### src/rtl/ps2_mouse_pkg.sv
// rtl/ps2_mouse_pkg.sv - shared types and byte-0 bit positions for the PS/2 mouse packet decoder
package ps2_mouse_pkg;

    typedef enum logic [1:0] {
        WAIT_B0 = 2'd0,
        WAIT_B1 = 2'd1,
        WAIT_B2 = 2'd2
    } ps2_state_t;

    localparam int B0_L    = 0;
    localparam int B0_R    = 1;
    localparam int B0_M    = 2;
    localparam int B0_SYNC = 3;
    localparam int B0_XSGN = 4;
    localparam int B0_YSGN = 5;
    localparam int B0_XOVF = 6;
    localparam int B0_YOVF = 7;

    // {M, R, L}
    typedef logic [2:0] buttons_t;

endpackage

### src/rtl/ps2_mouse_axis_mag.sv
// rtl/ps2_mouse_axis_mag.sv - 9-bit two's complement axis to saturated 8-bit magnitude plus sign
module ps2_mouse_axis_mag (
    input  logic       sign,
    input  logic [7:0] data,
    input  logic       ovf,
    output logic [7:0] mag,
    output logic       neg
);

    logic [8:0] neg_val;

    always_comb begin
        neg_val = 9'd0;
        mag     = data;
        neg     = sign;
        if (ovf) begin
            mag = 8'hFF;
        end else if (sign) begin
            // Only -256 (data 0x00) negates to 9'h100, which clamps to 255.
            neg_val = (~{1'b1, data}) + 9'd1;
            mag     = neg_val[8] ? 8'hFF : neg_val[7:0];
        end
    end

endmodule

### src/rtl/ps2_mouse_packet_decoder.sv
// rtl/ps2_mouse_packet_decoder.sv - assembles PS/2 mouse bytes into packets; PS2_MOUSE_DEADZONE_EN enables the deadzone
module ps2_mouse_packet_decoder
    import ps2_mouse_pkg::*;
#(
    parameter int TIMEOUT_CYCLES = 50000,
    parameter int DEADZONE       = 1
) (
    input  logic       clk,
    input  logic       rst,
    input  logic [7:0] i_byte,
    input  logic       i_byte_valid,
    output logic [7:0] o_mouse_dx,
    output logic [7:0] o_mouse_dy,
    output logic       o_is_mouse_dx_neg,
    output logic       o_is_mouse_dy_neg,
    output logic [2:0] o_buttons,
    output logic       o_packet_valid,
    output logic       o_sync_err
);

    localparam int CNT_W = $clog2(TIMEOUT_CYCLES + 1);
    localparam logic [CNT_W-1:0] CNT_MAX = CNT_W'(TIMEOUT_CYCLES);

`ifdef PS2_MOUSE_DEADZONE_EN
    localparam bit DZ_EN = 1'b1;
`else
    localparam bit DZ_EN = 1'b0;
`endif
    localparam logic [8:0] DZ_THRESH = DZ_EN ? 9'(DEADZONE) : 9'd0;

    ps2_state_t       state_q, state_d;
    logic [CNT_W-1:0] idle_q, idle_d;
    logic [7:0]       b0_q, b0_d;
    logic [7:0]       x_q, x_d;
    logic [7:0]       dx_q, dx_d;
    logic [7:0]       dy_q, dy_d;
    logic             dx_neg_q, dx_neg_d;
    logic             dy_neg_q, dy_neg_d;
    buttons_t         buttons_q, buttons_d;
    logic             packet_valid_q, packet_valid_d;
    logic             sync_err_q, sync_err_d;

    logic             timeout;
    ps2_state_t       eff_state;
    logic [7:0]       x_mag, y_mag;
    logic             x_neg, y_neg;
    logic [7:0]       x_mag_dz, y_mag_dz;

    ps2_mouse_axis_mag u_x_mag (
        .sign (b0_q[B0_XSGN]),
        .data (x_q),
        .ovf  (b0_q[B0_XOVF]),
        .mag  (x_mag),
        .neg  (x_neg)
    );

    ps2_mouse_axis_mag u_y_mag (
        .sign (b0_q[B0_YSGN]),
        .data (i_byte),
        .ovf  (b0_q[B0_YOVF]),
        .mag  (y_mag),
        .neg  (y_neg)
    );

    assign x_mag_dz = ({1'b0, x_mag} < DZ_THRESH) ? 8'd0 : x_mag;
    assign y_mag_dz = ({1'b0, y_mag} < DZ_THRESH) ? 8'd0 : y_mag;

    // A byte arriving on the timeout cycle is judged as a fresh byte 0.
    assign timeout   = (state_q != WAIT_B0) && (idle_q == CNT_MAX);
    assign eff_state = timeout ? WAIT_B0 : state_q;

    always_comb begin
        state_d        = eff_state;
        b0_d           = b0_q;
        x_d            = x_q;
        dx_d           = 8'd0;
        dy_d           = 8'd0;
        dx_neg_d       = dx_neg_q;
        dy_neg_d       = dy_neg_q;
        buttons_d      = buttons_q;
        packet_valid_d = 1'b0;
        sync_err_d     = 1'b0;

        if (i_byte_valid) begin
            case (eff_state)
                WAIT_B0: begin
                    if (i_byte[B0_SYNC]) begin
                        b0_d    = i_byte;
                        state_d = WAIT_B1;
                    end else begin
                        sync_err_d = 1'b1;
                    end
                end
                WAIT_B1: begin
                    x_d     = i_byte;
                    state_d = WAIT_B2;
                end
                WAIT_B2: begin
                    dx_d           = x_mag_dz;
                    dy_d           = y_mag_dz;
                    dx_neg_d       = x_neg;
                    dy_neg_d       = y_neg;
                    buttons_d      = buttons_t'({b0_q[B0_M], b0_q[B0_R], b0_q[B0_L]});
                    packet_valid_d = 1'b1;
                    state_d        = WAIT_B0;
                end
                default: state_d = WAIT_B0;
            endcase
        end
    end

    always_comb begin
        idle_d = idle_q;
        if (i_byte_valid || timeout) begin
            idle_d = '0;
        end else if ((state_q != WAIT_B0) && (idle_q != CNT_MAX)) begin
            idle_d = idle_q + 1'b1;
        end
    end

    always_ff @(posedge clk) begin
        if (rst) begin
            state_q        <= WAIT_B0;
            idle_q         <= '0;
            b0_q           <= 8'd0;
            x_q            <= 8'd0;
            dx_q           <= 8'd0;
            dy_q           <= 8'd0;
            dx_neg_q       <= 1'b0;
            dy_neg_q       <= 1'b0;
            buttons_q      <= '0;
            packet_valid_q <= 1'b0;
            sync_err_q     <= 1'b0;
        end else begin
            state_q        <= state_d;
            idle_q         <= idle_d;
            b0_q           <= b0_d;
            x_q            <= x_d;
            dx_q           <= dx_d;
            dy_q           <= dy_d;
            dx_neg_q       <= dx_neg_d;
            dy_neg_q       <= dy_neg_d;
            buttons_q      <= buttons_d;
            packet_valid_q <= packet_valid_d;
            sync_err_q     <= sync_err_d;
        end
    end

    assign o_mouse_dx        = dx_q;
    assign o_mouse_dy        = dy_q;
    assign o_is_mouse_dx_neg = dx_neg_q;
    assign o_is_mouse_dy_neg = dy_neg_q;
    assign o_buttons         = buttons_q;
    assign o_packet_valid    = packet_valid_q;
    assign o_sync_err        = sync_err_q;

endmodule

### config.mk
export PLATFORM = sky130hd
export DESIGN_NAME = ps2_mouse_packet_decoder
export DESIGN_NICKNAME = d
export VERILOG_FILES = /design/src/rtl/ps2_mouse_pkg.sv /design/src/rtl/ps2_mouse_axis_mag.sv /design/src/rtl/ps2_mouse_packet_decoder.sv
export SDC_FILE = /design/constraint.sdc
export NUM_CORES = 1
export LEC_CHECK = 0
export ABC_AREA = 1
export BUFFER_PORTS_ARGS = -buffer_cell sky130_fd_sc_hd__buf_2
export CAP_MARGIN = 5
export CORE_MARGIN = 2
export CORE_UTILIZATION = 30
export DETAILED_ROUTE_END_ITERATION = 8
export GPL_TIMING_DRIVEN = 0
export MAX_ROUTING_LAYER = met4
export PLACE_DENSITY_LB_ADDON = 0.12
export RECOVER_POWER = 25
export SLEW_MARGIN = 40
export SYNTH_ARGS = -nofsm -noshare
export SYNTH_HDL_FRONTEND = slang
export SYNTH_SLANG_ARGS = --single-unit
### constraint.sdc
create_clock -name clk -period 1.76 [get_ports clk]
set_input_delay 0 -clock clk [delete_from_list [all_inputs] [get_ports clk]]
set_output_delay 0 -clock clk [all_outputs]
set_load 0.01 [all_outputs]
After elaboration in Yosys (flattened, before gate mapping)
Index checks and enable logic that the tools add are counted.
{"block": "totals", "wordCells": 47, "inputBits": 11, "mem_count": 0, "output_inout_bits": 23, "regBits": 57, "ram_bits": 0, "latchBits": 0, "rom_bits": 0}
{"block": "op_classes", "n_reduce_logical": 12, "n_bitwise": 5, "n_mux": 12, "n_shift": 0, "magnitude_cmp": 0, "div_mod_pow": 0, "n_addsub": 3, "eq_ne": 4, "n_mul": 0}
{"operator": "$mux 8", "n": 6}
{"operator": "$add 9x1->9 const B", "n": 2}
{"operator": "$not 9->9", "n": 2}
{"operator": "$add 16x1->16 const B", "n": 1}
{"operator": "$eq 16x16->1 const B", "n": 1}
{"operator": "$ne 16x16->1 const B", "n": 1}
{"operator": "$mux 2", "n": 3}
{"operator": "$reduce_or 3->1", "n": 2}
{"operator": "$pmux 2 s2", "n": 1}
{"operator": "$reduce_and 2->1", "n": 2}
{"operator": "$reduce_or 2->1", "n": 2}
{"operator": "$not 1->1", "n": 3}
{"operator": "$reduce_and 3->1", "n": 1}
{"operator": "$eq 2x1->1 const B", "n": 1}
{"operator": "$eq 2x2->1 const B", "n": 1}
{"operator": "$logic_and 1x1->1", "n": 2}
{"operator": "$logic_not 2->1", "n": 1}
{"operator": "$mux 1", "n": 2}
{"operator": "$reduce_bool 2->1", "n": 1}
{"operator": "$logic_or 1x1->1", "n": 1}

Longest topological paths before layout
Gate-level depths: netlist of the first run.
{"block": "logic_depth", "depth_word": 6, "mapped_depth": 11, "ltp_nobuf": 11}

Cells and area by module
Synthesis of the first run repeated with hierarchy kept, for this count alone.
{"block": "hier_totals", "cells_unflattened": 443, "hier_area_um2": 3115.5}
{"mod": "ps2_mouse_packet_decoder", "cells_per_inst": 341, "seq_area_each_um2": 1121.1, "area_per_inst_um2": 2502.4, "instances": 1}
{"mod": "ps2_mouse_axis_mag", "cells_per_inst": 51, "seq_area_each_um2": 0.0, "area_per_inst_um2": 306.5, "instances": 2}

Least setup slack after synthesis of the first run
OpenSTA, ideal clock, no wires.
{"block": "synth_path", "kind": "reg2reg", "startpoint": "reg idle_q[0]", "endpoint": "reg idle_q[4]", "setup_slack_ns": 0.274, "path_buffers": 1, "required_time_ns": 1.640, "synth_period_minus_slack_ns": 1.486, "t_arrival_ns": 1.366, "setup_ns": 0.120, "stages_incl_launch_ff": 11, "cell_sequence": "dfxtp_1 inv_1 ha_1 inv_1 nor2_1 nand2_1 nor2_2 nand2_1 nand2_2 buf_4 a21oi_1"}
{"block": "synth_via", "elab_chain_cells": 4, "word_cells_on_any_way": 7}
{"element": "start: declaration", "line": "ps2_mouse_packet_decoder.sv:32", "source": "logic [CNT_W-1:0] idle_q, idle_d;"}
{"element": "start signal: assignment", "line": "ps2_mouse_packet_decoder.sv:136", "source": "idle_q <= idle_d;"}
{"element": "parallel branches: the longest is 4 deep, another holds $add 16x1->16"}
Parallel ways; which one is timed is not known.
A chain may end at the register's enable or synchronous reset.

Final worst setup path of the first run
{"block": "layout_path", "startpoint": "reg idle_q[0]", "endpoint": "reg x_q[4]"}
{"block": "layout_via", "elab_chain_cells": 5}
{"element": "$eq 16x16->1", "line": "ps2_mouse_packet_decoder.sv:69", "source": "assign timeout = (state_q != WAIT_B0) && (idle_q == CNT_MAX);"}
{"element": "$logic_and 1x1->1", "line": "ps2_mouse_packet_decoder.sv:69"}
{"element": "$mux 2", "line": "ps2_mouse_packet_decoder.sv:70", "source": "assign eff_state = timeout ? WAIT_B0 : state_q;"}
{"element": "$eq 2x1->1", "line": "ps2_mouse_packet_decoder.sv:85", "source": "case (eff_state)"}
{"element": "$reduce_and 2->1 (no line)"}
{"element": "end signal: assignment", "line": "ps2_mouse_packet_decoder.sv:126", "source": "x_q <= 8'd0;"}
{"element": "end signal: assignment", "line": "ps2_mouse_packet_decoder.sv:138", "source": "x_q <= x_d;"}
{"element": "end: declaration", "line": "ps2_mouse_packet_decoder.sv:34", "source": "logic [7:0] x_q, x_d;"}
No other way between the ends.

==> impl_metrics.env, run 1 <==
export IMPL_fin_crit_ns=1.597
export IMPL_async_flop_share=0
export IMPL_first_pass_iters=4
export IMPL_clock_tree_buffer_depth=2
export IMPL_grt_pass1_wl_um=12210
export IMPL_cts_setup_buffers=0
export IMPL_crit_fanout=10
export IMPL_hold_slack_ns=0.4265
export IMPL_maxCapViolCount=0
export IMPL_final_nets=520
export IMPL_ctsHtreeMaxLevel=2
export IMPL_numCtsBuffers=5
export IMPL_synth_area_per_cell_um2=6.525
export IMPL_finClkSkew_ns=0.01032
export IMPL_crit_type="register to register"
export IMPL_antenna_found_initial=0
export IMPL_synth_nets=470
export IMPL_cpPeakStageDelay_ns=0.36
export IMPL_synth_edf_count=0
export IMPL_gp_congestion=0.8773
export IMPL_crit_chain="inv_1, ha_1, nand3_1, nor2_1, nand2_4, nand3_4, buf_6, nand2_1, nand2_1, nor2_1"
export IMPL_yosys_area_share_simple=0.3831
export IMPL_yosys_area_share_adder=0.01686
export IMPL_ys_seq_area_frac=0.3776
export IMPL_relSlewSlack=0.6648
export IMPL_drt_wl_total_um=7310
export IMPL_synth_largest_area_cell="dfxtp_1"
export IMPL_cts_tree="done"
export IMPL_grt_overflow=0
export IMPL_yosysMostFrequentCell="nand2_1"
export IMPL_syn_area_um2=2969
export IMPL_path_clk_slew_ns=0.11
export IMPL_endpoint_kind="register"
export IMPL_status="complete, no violations"
export IMPL_grt_max_degree=19
export IMPL_worst_pin_slew_ns=0.5028
export IMPL_slowest_stage="dfxtp_2"
export IMPL_synth_top_area_frac=0.3776
export IMPL_finalCritPeriodShare=0.9075
export IMPL_drtIter0Drc=63
export IMPL_drive_gt1_frac=0.1107
export IMPL_grt_pass1_vias=2524
export IMPL_fillCellCount=1070
export IMPL_die_y_um=103.5
export IMPL_ys_warn_count=0
export IMPL_route_vias_total=2767
export IMPL_min_path_type="input port to register"
export IMPL_area_growth_pct=18.08
export IMPL_final_core_util=0.3620
export IMPL_synth_mux_area_frac=0
export IMPL_wire_per_inst_um=11.44
export IMPL_drtAntennaViolNets=0
export IMPL_synthXorXnorAreaFrac=0.03835
export IMPL_synth_compound_area_share=0.08470
export IMPL_cts_root_buffer="clkbuf_8"
export IMPL_clock_sinks=56
export IMPL_cp_arrival_ns=1.82
export IMPL_initial_core_util=0.3066
export IMPL_p_per_area_nw_per_um2=683.4
export IMPL_port_buffers=33
export IMPL_yosys_most_used_dff="dfxtp_1"
export IMPL_synth_top_family_by_area="simple AND/OR/NAND/NOR gates"
export IMPL_max_freq_mhz=626.1
export IMPL_hold_viol=0
export IMPL_crit_buf_inv=2
export IMPL_fp_dieW_um=103.5
export IMPL_worstSetupStartpointType="register"
export IMPL_synthTopCellsByArea="dfxtp_1, nand2_1, nor2_1, inv_1, nand3_1"
export IMPL_critPathTopFamily="simple AND/OR/NAND/NOR gates"
export IMPL_ys_ff_latch=56
export IMPL_finalSetupViolCount=0
export IMPL_rsz0062_at_grt="false"
export IMPL_drc=0
export IMPL_report_final_slew_viol_count=0
export IMPL_p_leak_nw=1.512
export IMPL_n_antenna_cell=0
export IMPL_core_area_um2=9684
export IMPL_final_setup_tns_ns=0
export IMPL_viasPerCell=4.330
export IMPL_synth_common_cells="nand2_1, nor2_1, dfxtp_1"
export IMPL_num_rows=36
export IMPL_ys_types=30
export IMPL_cp_required_ns=1.98
export IMPL_dp_final_hpwl_um=5559
export IMPL_placed_area_um2=3301
export IMPL_final_area_um2=3506
export IMPL_ir_drop_mv=0.3010
export IMPL_finalPower_mw=2.396
export IMPL_synthCells=455
export IMPL_dieArea_um2=10710
export IMPL_track_usage=0.1516
export IMPL_worst_skew_pair_late_latency_ns=0.32
export IMPL_io_pin_count=34
metrics by stage:
stage                     setup slack, ns  instances
final                              0.1628        639
after global routing              0.01717        639
after CTS                        0.009362        639
after detailed placement         -0.04507        621
after global placement           -0.03391        621
after floorplan                    0.2738        455
sequential cells by signal, indices dropped and copies added (netlist names):
name,flops
o_is_mouse_dx_neg,1
o_is_mouse_dy_neg,1
b0_q,7
o_packet_valid,1
o_mouse_dx,8
idle_q,16
o_mouse_dy,8
o_buttons,3
x_q,8
state_q,2
o_sync_err,1
what timing repair did:
item | in CTS | in global routing
resized for setup | 2 | 7
cloned | 0 | 0
hold endpoints to repair | 11 | 0
hold buffers | 10 | 0
endpoints found under the setup margin | 11 | 20
cells in the final DEF (no fill, tap or decap), drive strengths merged:
master,count
ha,4
dfxtp,56
xnor2,1
inv,54
nand4,7
nand2,136
xor2,12
clkbuf,28
o21ai,12
clkinv,3
nor3,2
nor2,93
buf,23
clkinvlp,1
nand3,33
o211ai,1
a21oi,30
dlygate4sd3,10
metal layers:
metal / wire (um) / part of all wire / track usage / vias up
li1: - / - / - / 1509
met5: 0 / 0 / - / -
met4: 57 / 0.0078 / 0.03340 / 0
met3: 175 / 0.024 / 0.02218 / 5
met1: 3364 / 0.46 / 0.1848 / 1220
met2: 3713 / 0.51 / 0.2650 / 33
worst paths after layout:
path | from | to | slack, ns | cells past startpoint
setup / recovery | idle_q[0]$_SDFFE_PP0P_ | x_q[4]$_SDFFE_PP0P_ | 0.16 | 10
hold / removal | rst | state_q[1]$_SDFF_PP0_ | 0.43 | 3
setup reg to reg | idle_q[0]$_SDFFE_PP0P_ | x_q[4]$_SDFFE_PP0P_ | 0.16 | 10
hold reg to reg | b0_q[7]$_SDFFE_PP0P_ | b0_q[7]$_SDFFE_PP0P_ | 0.50 | 2
power by group:
part | switching [mW] | internal, mW
registers | 0.0184 | 1.30
logic | 0.212 | 0.122
clock network | 0.463 | 0.284
cells by family (layout without fill, tap and decap cells):
kind of cell               after synthesis  after routing
adders and majority gates                4              4
xor gates and xnor gates                13             13
AOI/OAI and AO/OA                       43             43
buffers and inverters                   68            119
and+or+nand+nor                        271            271
DFF                                     56             56
worst min-delay path: cells and delay by family:
family	cells	cell delay, ns
buffers and inverters	2	0.64
AOI/OAI and AO/OA	1	0.06
area by class of cell:
type / instances / area [um^2] / share of cell area
clock buffer: 5 / 68.82 / 0.01963
sequential: 56 / 1122 / 0.3201
buffer: 13 / 102.6 / 0.02926
inverter: 55 / 206.4 / 0.05889
clock inverter: 3 / 21.27 / 0.006067
multi-input combinational: 331 / 1577 / 0.4497
tap: 133 / 166.4 / 0.04747
timing repair buffer: 43 / 241.5 / 0.06888
Note: power is estimated with default switching activity, not from simulation.
==> run 2: changes to the inputs <==
--- a/config.mk
+++ b/config.mk
@@ -8,7 +8,6 @@
 export ABC_AREA = 1
 export BUFFER_PORTS_ARGS = -buffer_cell sky130_fd_sc_hd__buf_2
 export CAP_MARGIN = 5
-export CORE_MARGIN = 2
 export CORE_UTILIZATION = 30
 export DETAILED_ROUTE_END_ITERATION = 8
 export GPL_TIMING_DRIVEN = 0
==> run 2 against run 1 <==
  * Routed wire length is 0.96% higher
  * Non-clock buffer count is the same
  * Hold slack gained 0.00067 ns
  * Sequential cell count is the same
  * Setup slack got worse by 0.0054 ns
  * Critical endpoint unchanged
  * Largest cell class unchanged
==> impl_metrics.env, run 2 (synthesis gave the netlist of run 1 again) <==
export IMPL_status="complete, no violations"
export IMPL_worst_skew_pair_late_latency_ns=0.32
export IMPL_p_leak_nw=1.511
export IMPL_viasPerCell=4.427
export IMPL_fin_crit_ns=1.603
export IMPL_final_cell_mix="nand2_1, nor2_1, dfxtp_1"
export IMPL_cp_arrival_ns=1.83
export IMPL_hold_slack_ns=0.4271
export IMPL_ctsHtreeMaxLevel=2
export IMPL_crit_fanout=10
export IMPL_top_register="idle_q"
export IMPL_crit_type="register to register"
export IMPL_r2r_cells=10
export IMPL_p_per_area_nw_per_um2=680.6
export IMPL_maxCapViolCount=0
export IMPL_worstSetupStartpointType="register"
export IMPL_path_clk_slew_ns=0.11
export IMPL_report_final_slew_viol_count=0
export IMPL_cts_root_buffer="clkbuf_8"
export IMPL_r2r_slack_ns=0.16
export IMPL_max_freq_mhz=624.0
export IMPL_crit_chain="inv_1, ha_2, nand3_1, nor2_2, nand2_4, nand3_4, buf_6, nand2_1, nand2_1, nor2_1"
export IMPL_final_common_cell="nand2_1"
export IMPL_final_area_um2=3510
export IMPL_slowest_stage="dfxtp_2"
export IMPL_grt_max_degree=19
export IMPL_min_path_type="input port to register"
export IMPL_worst_pin_slew_ns=0.5431
export IMPL_relSlewSlack=0.6379
export IMPL_r2r_end="x_q[4]$_SDFFE_PP0P_"
export IMPL_route_vias_total=2811
export IMPL_cts_tree="done"
export IMPL_drt_wl_total_um=7380
export IMPL_cpPeakStageDelay_ns=0.36
export IMPL_crit_buf_inv=2
export IMPL_die_y_um=101.5
export IMPL_critPathTopFamily="simple AND/OR/NAND/NOR gates"
export IMPL_cts_setup_buffers=0
export IMPL_fp_dieW_um=101.5
export IMPL_antenna_found_initial=0
export IMPL_clock_tree_buffer_depth=2
export IMPL_track_usage=0.1602
export IMPL_finalSetupViolCount=0
export IMPL_whs_path_depth=3
export IMPL_drive_gt1_frac=0.1146
export IMPL_drtAntennaViolNets=0
export IMPL_dp_final_hpwl_um=5481
export IMPL_first_pass_iters=4
export IMPL_worstHoldStart="rst"
export IMPL_io_pin_count=34
export IMPL_gp_congestion=0.8694
export IMPL_regToRegStartpoint="idle_q[0]$_SDFFE_PP0P_"
export IMPL_drtIter0Drc=74
export IMPL_numCtsBuffers=5
export IMPL_final_nets=520
export IMPL_grt_pass1_wl_um=12450
export IMPL_grt_pass1_vias=2587
export IMPL_area_growth_pct=18.20
export IMPL_endpoint_kind="register"
export IMPL_num_rows=35
export IMPL_cp_required_ns=1.98
export IMPL_initial_core_util=0.3153
export IMPL_ir_drop_mv=0.2962
export IMPL_worstHoldEndpoint="state_q[1]$_SDFF_PP0_"
export IMPL_fillCellCount=1035
export IMPL_hold_viol=0
export IMPL_largest_reg_flops=16
export IMPL_clock_sinks=56
export IMPL_drc=0
export IMPL_n_antenna_cell=0
export IMPL_grt_overflow=0
export IMPL_rsz0062_at_grt="false"
export IMPL_path_common_cell="nand2_1"
export IMPL_dieArea_um2=10300
export IMPL_wire_per_inst_um=11.62
export IMPL_port_buffers=33
export IMPL_core_area_um2=9415
export IMPL_finClkSkew_ns=0.008081
export IMPL_placed_area_um2=3296
export IMPL_finalCritPeriodShare=0.9106
[run 2: report_power, final]
part	internal (mW)	total, mW	switching (mW)
clock	0.284	0.739	0.454
sequential	1.30	1.31	0.0186
combinational	0.121	0.335	0.215
[run 2: repair_timing]
action | in CTS | in global routing
hold buffers | 10 | 0
setup endpoints to repair | 20 | 39
gates resized for setup | 3 | 8
hold endpoints to repair | 11 | 0
[run 2: worst max path at each step]
stage,from,slack [ns],to,cells past startpoint
after global routing,idle_q[0]$_SDFFE_PP0P_,0.01,x_q[4]$_SDFFE_PP0P_,10
final,idle_q[0]$_SDFFE_PP0P_,0.16,x_q[4]$_SDFFE_PP0P_,10
after global placement,idle_q[0]$_SDFFE_PP0P_,-0.03,o_mouse_dx[6]$_SDFF_PP0_,8
after detailed placement,idle_q[0]$_SDFFE_PP0P_,-0.05,o_mouse_dx[6]$_SDFF_PP0_,8
after CTS,idle_q[0]$_SDFFE_PP0P_,0.03,idle_q[4]$_SDFFE_PP0P_,10
after floorplan,idle_q[0]$_SDFFE_PP0P_,0.27,idle_q[4]$_SDFFE_PP0P_,10
[run 2: layout make-up]
cell class	instances	area [um^2]	area share
multi-input combinational	331	1589	0.4528
buffer	13	98.84	0.02816
timing repair buffer	43	241.5	0.06881
clock buffer	5	68.82	0.01961
sequential	56	1122	0.3198
inverter	55	206.4	0.05882
tap	129	161.4	0.04599
clock inverter	3	21.27	0.006061
[run 2: worst register-to-register path, cell delays in order (launching register included)]
cell and delay, ns:
dfxtp_2 0.36, inv_1 0.10, ha_2 0.21, nand3_1 0.11
nor2_2 0.17, nand2_4 0.11, nand3_4 0.14, buf_6 0.16
nand2_1 0.06, nand2_1 0.06, nor2_1 0.04
[run 2: stage by stage]
stage | power [mW] | setup WS [ns] | std cells | util | TNS, ns
floorplan | 1.565 | 0.2738 | 455 | - | 0
global placement | 1.658 | -0.03477 | 617 | 0.3500 | -0.07434
detailed placement | 1.657 | -0.05040 | 617 | 0.3500 | -0.1794
CTS | 2.440 | 0.02526 | 635 | 0.3718 | 0
global route | 2.541 | 0.01073 | 635 | 0.3728 | 0
finish | 2.389 | 0.1574 | 635 | 0.3728 | 0
[run 2: metal layers]
| metal | vias up | wire length [um] | part of all wire | global-route usage |
|---|---|---|---|---|
| met3 | 3 | 221 | 0.030 | 0.02277 |
| li1 | 1509 | - | - | - |
| met2 | 51 | 3754 | 0.51 | 0.2773 |
| met4 | 0 | 21 | 0.0028 | 0.03679 |
| met1 | 1248 | 3382 | 0.46 | 0.1962 |
| met5 | - | 0 | 0 | - |
